File: src/rtl/rename_if.sv
// rename_if: decode-to-rename request, ROB retire frees, and renamed-instruction result bundle.
//   Request : in_valid, rs1, rs2, rd, rd_write
//   Frees   : free_valid_0/1, free_reg_0/1 (released physical registers, slot 0 first)
//   Result  : out_valid, ps1, ps2, pd, old_pd (registered), stall (combinational),
//             free_count, overflow_err (sticky)
//   master drives requests and frees; slave is the rename unit.
interface rename_if #(
    parameter int AW = 5,
    parameter int PW = 6,
    parameter int CW = 6
);
    logic          in_valid;
    logic [AW-1:0] rs1;
    logic [AW-1:0] rs2;
    logic [AW-1:0] rd;
    logic          rd_write;
    logic          free_valid_0;
    logic          free_valid_1;
    logic [PW-1:0] free_reg_0;
    logic [PW-1:0] free_reg_1;
    logic          out_valid;
    logic [PW-1:0] ps1;
    logic [PW-1:0] ps2;
    logic [PW-1:0] pd;
    logic [PW-1:0] old_pd;
    logic          stall;
    logic [CW-1:0] free_count;
    logic          overflow_err;

    modport master (
        output in_valid, rs1, rs2, rd, rd_write,
        output free_valid_0, free_valid_1, free_reg_0, free_reg_1,
        input  out_valid, ps1, ps2, pd, old_pd, stall, free_count, overflow_err
    );

    modport slave (
        input  in_valid, rs1, rs2, rd, rd_write,
        input  free_valid_0, free_valid_1, free_reg_0, free_reg_1,
        output out_valid, ps1, ps2, pd, old_pd, stall, free_count, overflow_err
    );
endinterface

File: src/rtl/rename_unit.sv
// rename_unit: register alias table plus circular free list mapping architectural to physical registers.
//   clk, rst : clock and asynchronous active-high reset
//   io       : rename_if.slave (request, retire frees, renamed result, stall, free_count, overflow_err)
//   Optional : define RENAME_FREE_BYPASS_EN to forward a same-cycle free straight to pd
//              when the free list is empty instead of stalling.
module rename_unit #(
    parameter int NUM_ARCH = 32,
    parameter int NUM_PHYS = 64
) (
    input  logic     clk,
    input  logic     rst,
    rename_if.slave  io
);
    localparam int PW = $clog2(NUM_PHYS);
    localparam int FD = NUM_PHYS - NUM_ARCH;
    localparam int HW = $clog2(FD);
    localparam int CW = HW + 1;

    logic [PW-1:0] rat [NUM_ARCH];
    logic [PW-1:0] fl  [FD];
    logic [HW-1:0] head, tail;
    logic [CW-1:0] count;
    logic          out_valid, overflow_err;
    logic [PW-1:0] ps1, ps2, pd, old_pd;

    logic          v0, v1, empty, alloc_req, byp_avail, stall, accept, alloc, byp, pop;
    logic          push0, push1, ok0, ok1, drop;
    logic [PW-1:0] new_pd;
    logic [CW:0]   room;

    always_comb begin
        v0        = io.free_valid_0 & (io.free_reg_0 != '0);
        v1        = io.free_valid_1 & (io.free_reg_1 != '0);
        empty     = count == '0;
        alloc_req = io.in_valid & io.rd_write & (io.rd != '0);
`ifdef RENAME_FREE_BYPASS_EN
        byp_avail = empty & (v0 | v1);
`else
        byp_avail = 1'b0;
`endif
        stall     = alloc_req & empty & ~byp_avail;
        accept    = io.in_valid & ~stall;
        alloc     = accept & alloc_req;
        byp       = alloc & byp_avail;
        pop       = alloc & ~byp;
        new_pd    = byp ? (v0 ? io.free_reg_0 : io.free_reg_1) : fl[head];
        // the forwarded free (lowest valid slot) is consumed and never pushed
        push0     = v0 & ~byp;
        push1     = v1 & ~(byp & ~v0);
        // a same-cycle pop frees a slot, so it counts toward room for the pushes
        room      = (CW+1)'(FD) - (CW+1)'(count) + (CW+1)'(pop);
        ok0       = push0 & (room != '0);
        ok1       = push1 & (room > (CW+1)'(ok0));
        drop      = (push0 & ~ok0) | (push1 & ~ok1);
    end

    always_ff @(posedge clk or posedge rst) begin
        if (rst) begin
            for (int i = 0; i < NUM_ARCH; i++) rat[i] <= PW'(i);
            for (int k = 0; k < FD; k++) fl[k] <= PW'(NUM_ARCH + k);
            head         <= '0;
            tail         <= '0;
            count        <= CW'(FD);
            out_valid    <= 1'b0;
            ps1          <= '0;
            ps2          <= '0;
            pd           <= '0;
            old_pd       <= '0;
            overflow_err <= 1'b0;
        end else begin
            if (alloc) rat[io.rd] <= new_pd;
            if (pop) head <= head + HW'(1);
            if (ok0) fl[tail] <= io.free_reg_0;
            if (ok1) fl[tail + HW'(ok0)] <= io.free_reg_1;
            tail  <= tail + HW'(ok0) + HW'(ok1);
            count <= count + CW'(ok0) + CW'(ok1) - CW'(pop);
            if (drop) overflow_err <= 1'b1;
            out_valid <= accept;
            if (accept) begin
                // RAT read here sees the pre-update mapping, so rs==rd gets the old register
                ps1    <= rat[io.rs1];
                ps2    <= rat[io.rs2];
                pd     <= alloc ? new_pd : '0;
                old_pd <= alloc ? rat[io.rd] : '0;
            end
        end
    end

    assign io.out_valid    = out_valid;
    assign io.ps1          = ps1;
    assign io.ps2          = ps2;
    assign io.pd           = pd;
    assign io.old_pd       = old_pd;
    assign io.stall        = stall;
    assign io.free_count   = count;
    assign io.overflow_err = overflow_err;
endmodule
File: src/flat_wrapper.sv
// flat-port wrapper written by rule: the top's interface ports become plain ports
module rename_unit_flat 
#(
    parameter int NUM_ARCH = 32,
    parameter int NUM_PHYS = 64
)
  (clk, rst, io_in_valid, io_rs1, io_rs2, io_rd, io_rd_write, io_free_valid_0, io_free_valid_1, io_free_reg_0, io_free_reg_1, io_out_valid, io_ps1, io_ps2, io_pd, io_old_pd, io_stall, io_free_count, io_overflow_err);
  rename_if io_i ();
  input  logic clk;
  input  logic rst;
  input wire logic [$bits(io_i.in_valid)-1:0] io_in_valid;
  input wire logic [$bits(io_i.rs1)-1:0] io_rs1;
  input wire logic [$bits(io_i.rs2)-1:0] io_rs2;
  input wire logic [$bits(io_i.rd)-1:0] io_rd;
  input wire logic [$bits(io_i.rd_write)-1:0] io_rd_write;
  input wire logic [$bits(io_i.free_valid_0)-1:0] io_free_valid_0;
  input wire logic [$bits(io_i.free_valid_1)-1:0] io_free_valid_1;
  input wire logic [$bits(io_i.free_reg_0)-1:0] io_free_reg_0;
  input wire logic [$bits(io_i.free_reg_1)-1:0] io_free_reg_1;
  output wire logic [$bits(io_i.out_valid)-1:0] io_out_valid;
  output wire logic [$bits(io_i.ps1)-1:0] io_ps1;
  output wire logic [$bits(io_i.ps2)-1:0] io_ps2;
  output wire logic [$bits(io_i.pd)-1:0] io_pd;
  output wire logic [$bits(io_i.old_pd)-1:0] io_old_pd;
  output wire logic [$bits(io_i.stall)-1:0] io_stall;
  output wire logic [$bits(io_i.free_count)-1:0] io_free_count;
  output wire logic [$bits(io_i.overflow_err)-1:0] io_overflow_err;
  assign io_i.in_valid = io_in_valid;
  assign io_i.rs1 = io_rs1;
  assign io_i.rs2 = io_rs2;
  assign io_i.rd = io_rd;
  assign io_i.rd_write = io_rd_write;
  assign io_i.free_valid_0 = io_free_valid_0;
  assign io_i.free_valid_1 = io_free_valid_1;
  assign io_i.free_reg_0 = io_free_reg_0;
  assign io_i.free_reg_1 = io_free_reg_1;
  assign io_out_valid = io_i.out_valid;
  assign io_ps1 = io_i.ps1;
  assign io_ps2 = io_i.ps2;
  assign io_pd = io_i.pd;
  assign io_old_pd = io_i.old_pd;
  assign io_stall = io_i.stall;
  assign io_free_count = io_i.free_count;
  assign io_overflow_err = io_i.overflow_err;
  rename_unit #(.NUM_ARCH(NUM_ARCH), .NUM_PHYS(NUM_PHYS)) u_core (.clk(clk), .rst(rst), .io(io_i));
endmodule
File: config.mk
export PLATFORM = sky130hd
export DESIGN_NAME = rename_unit_flat
export DESIGN_NICKNAME = d
export VERILOG_FILES = /design/src/rtl/rename_if.sv /design/src/rtl/rename_unit.sv /design/src/flat_wrapper.sv
export SDC_FILE = /design/constraint.sdc
export NUM_CORES = 1
export LEC_CHECK = 0
export CORE_ASPECT_RATIO = 1.75
export CORE_MARGIN = 2
export CORE_UTILIZATION = 56
export CTS_BUF_LIST = sky130_fd_sc_hd__clkbuf_8 sky130_fd_sc_hd__clkbuf_16
export CTS_CLUSTER_DIAMETER = 80
export DETAILED_ROUTE_END_ITERATION = 12
export GPL_TIMING_DRIVEN = 0
export PLACE_DENSITY = 0.73
export SLEW_MARGIN = 0
export SYNTH_ARGS = -nofsm -noshare
export SYNTH_HDL_FRONTEND = slang
export SYNTH_SLANG_ARGS = --single-unit
File: constraint.sdc
create_clock -name clk -period 46.6 [get_ports clk]
set_input_delay 13.98 -clock clk [delete_from_list [all_inputs] [get_ports clk]]
set_output_delay 13.98 -clock clk [all_outputs]
set_load 0.1 [all_outputs]
==> run metrics <==
Sw Ratio 0.413; Via-to-Cell Ratio a little over 7; Comb power frac 0.467; Worst Path Max Fanout 10; share of cells above drive strength 1 0.434; Starting Density 0.568; CTS sink cnt roughly 430; Nets about 2200; vias in the first global route 20458; worst path cell trace clkdlybuf4s50_1 > clkbuf_1 > nor3_1 > nand2_1 > nor3b_1 > clkdlybuf4s50_1; Unique masters post-synth 63; antenna violations before repair 2; Die W about 170 um; core box area between 40000 and 50000 sq um; hold_ws 0.486 ns; MaxCap Viol Count 1; final setup TNS 0 ns; fin. max-slew vios 4; Hold Fails Final Rpt 0; power share of the clock group 0.174; sequential share of power 0.358; Skew-Pair Late Insertion Delay around 0.57 ns; Seq/Total Area, Yosys 0.426; post-place setup slack ~16 ns; peak supply drop ~0.048 mV; Net Sw Power 861 uW; post-synthesis sequential element count approximately 430; CP bufs+invs 3; Post-synth ARST share 1.00; P_leak ~11 nW; number of synthesized flops with an enable pin 0; Critical Path Source Type input port; Core Rows around 100; RSZ-0062 raised after global routing no; Pint ~1.2 mW; Syn-to-layout area delta 11.3%; Final Wtd Congestion around 1.0; top cell family by delay on the critical path buffers and inverters; TritonCTS clock tree done; post-route cell area 28500 sq um; worst hold path type reg2reg; antenna viol nets, final 0; vias post-DR a little under 20000; Netlist Area Pre-Place 25600 sq um; H-tree level count 2; wirelength, routed 95.8 mm; WP data required 32.62 ns; final setup fails 0; most crowded layer after global routing met2; fin cells around 2700; syn avg cell area 12.8 sq um; failing checks max-capacitance violations, max-slew violations; power per cell area ~73 nW/um^2; DRC Markers 0; CTS max path bufs 3; CTS clock-pin slew for the worst setup and hold paths approximately 0.060 ns; largest area contributor in the netlist dfrtp_1; Gates resized, CTS repair 0; Rel. slew slack -0.0479; post-placement cell area 27000 sq um; Worst path slowest cell clkdlybuf4s50_1; Post-Syn Instances 1997; drt first pass iters 5; global-route usage over all layers 0.402; DP HPWL 72.0 mm; Yosys Warn Count 0; CTS root buffer clkbuf_16; Main synth FF type dfrtp_1; max incr delay on CP about 1.2 ns; wire length per cell between 30 and 40 um; worst-margin pin slew 1.53 ns; Final Cycle Share 0.657; CP Class in2out; first-pass GRT wire length about 140 mm; Synth top area share 0.228; DIE AREA approximately 48000 sq um; Inst Count DP between 2000 and 3000; # port buffers between 60 and 70; Die Y approximately 290 um; ranking of synthesized cells by area dfrtp_1, dfstp_2, mux2_2; crit path DAT 16.66 ns; Crit path top cell by count clkdlybuf4s50_1; setup bufs post-CTS 0; syn nets a little over 2000; CTS Hold Bufs 0; boundary pin count 66; top-count cell post-synth mux2_2; TritonCTS Buffers 43; most frequent cells after synthesis mux2_2, dfrtp_1, dfstp_2; CP Capture Type output pin; fin crit period 30.64 ns; PnR worst setup slack approximately 16 ns; GR Util met3 0.0716; M1 GR Usage 0.388; DR iter-0 viols roughly 2000; largest net degree at the start of global routing 123; skew final between 0.02 and 0.025 ns; grt ovf 0; GR Util met2 0.705; Max Clk Rate 32.6 MHz; outcome finished with violations
## tightest hold or removal path, cell delays in order, from the launching register on
cell and delay [ns]:
dfrtp_1 0.35, nand2_1 0.05, o21ai_0 0.06
## cell usage in the layout, fill, tap and decap left out, types with 14 or more instances in the layout
cell type,synthesis,layout
nand3_1,19,19
mux2i_1,86,86
a2bb2oi_1,26,26
nor3_1,15,15
nand2_1,65,65
buf_1,21,21
clkdlybuf4s50_1,0,62
nor4_2,13,14
ha_1,18,18
mux2_2,391,391
mux4_2,179,179
or4_1,14,14
clkbuf_1,97,97
clkbuf_16,0,45
nand2b_1,16,16
dfstp_2,193,193
o22ai_1,59,59
a31oi_1,23,23
nor2_1,122,122
buf_2,37,37
a21oi_1,100,100
inv_1,22,38
dfrtp_1,233,233
o21ai_0,61,61
## layer usage
metal | wire length [um] | vias to the layer above
li1 | - | 7883
met1 | 28800 | 9823
met2 | 48300 | 1159
met3 | 6460 | 526
met4 | 12200 | 4
met5 | 27 | -
## state kept, by name, indices dropped and copies added, names as in the netlist
signal / flops
u_core.io.overflow_err: 1
u_core.fl: 192
u_core.io.pd: 6
u_core.io.ps1: 6
u_core.rat: 192
u_core.io.free_count: 6
u_core.head: 5
u_core.io.out_valid: 1
u_core.io.ps2: 6
u_core.io.old_pd: 6
u_core.tail: 5
## final timing paths
kind / startpoint / end / slack [ns] / depth (start not counted)
max: io_rd[2] / io_stall / 15.96 / 6
min: u_core.io.ps2[1] / u_core.io.ps2[1] / 0.49 / 2
max reg2reg: u_core.io.free_count[2] / u_core.fl[37] / 38.46 / 19
min reg2reg: u_core.io.ps2[1] / u_core.io.ps2[1] / 0.49 / 2
max in group asynchronous: rst / u_core.rat[177] / 30.61 / 5
min in group asynchronous: rst / u_core.rat[18] / 13.90 / 2
## layout make-up
type	count	area [sq um]
Fill cell	3550	16600
Multi-Input combinational cell	1373	13800
Sequential cell	426	10900
Clock buffer	52	1220
Buffer	176	793
Tap cell	577	722
Timing Repair Buffer	66	711
Clock inverter	27	224
Inverter	22	90.1
Antenna cell	1	2.50
## cell families after synthesis
logic type,after synthesis,share of synthesized area
AO/OA/AOI/OAI,326,0.0803
XOR/XNOR,15,0.00513
adder cells (fa/ha/maj),20,0.0104
buffers and inverters,198,0.0342
flip-flops,426,0.426
multiplexers,658,0.365
AND/OR/NAND/NOR,354,0.0790
## power groups by stage
stage	Combinational, mW	Clock (mW)	Sequential [mW]
6_report	0.974	0.363	0.747
4_1_cts	0.952	0.366	0.738
5_1_grt	1.01	0.378	0.763
3_3_place_gp	0.922	0	0.726
2_1_floorplan	0.608	0	0.754
3_5_place_dp	0.948	0	0.743
## metrics by stage
step | utilization | power [mW]
after detailed placement | 0.600 | 1.69
after global routing | 0.632 | 2.15
final | 0.632 | 2.08
after CTS | 0.632 | 2.06
after floorplan | - | 1.36
after global placement | 0.597 | 1.65
Power figures use the tool's default switching activity.
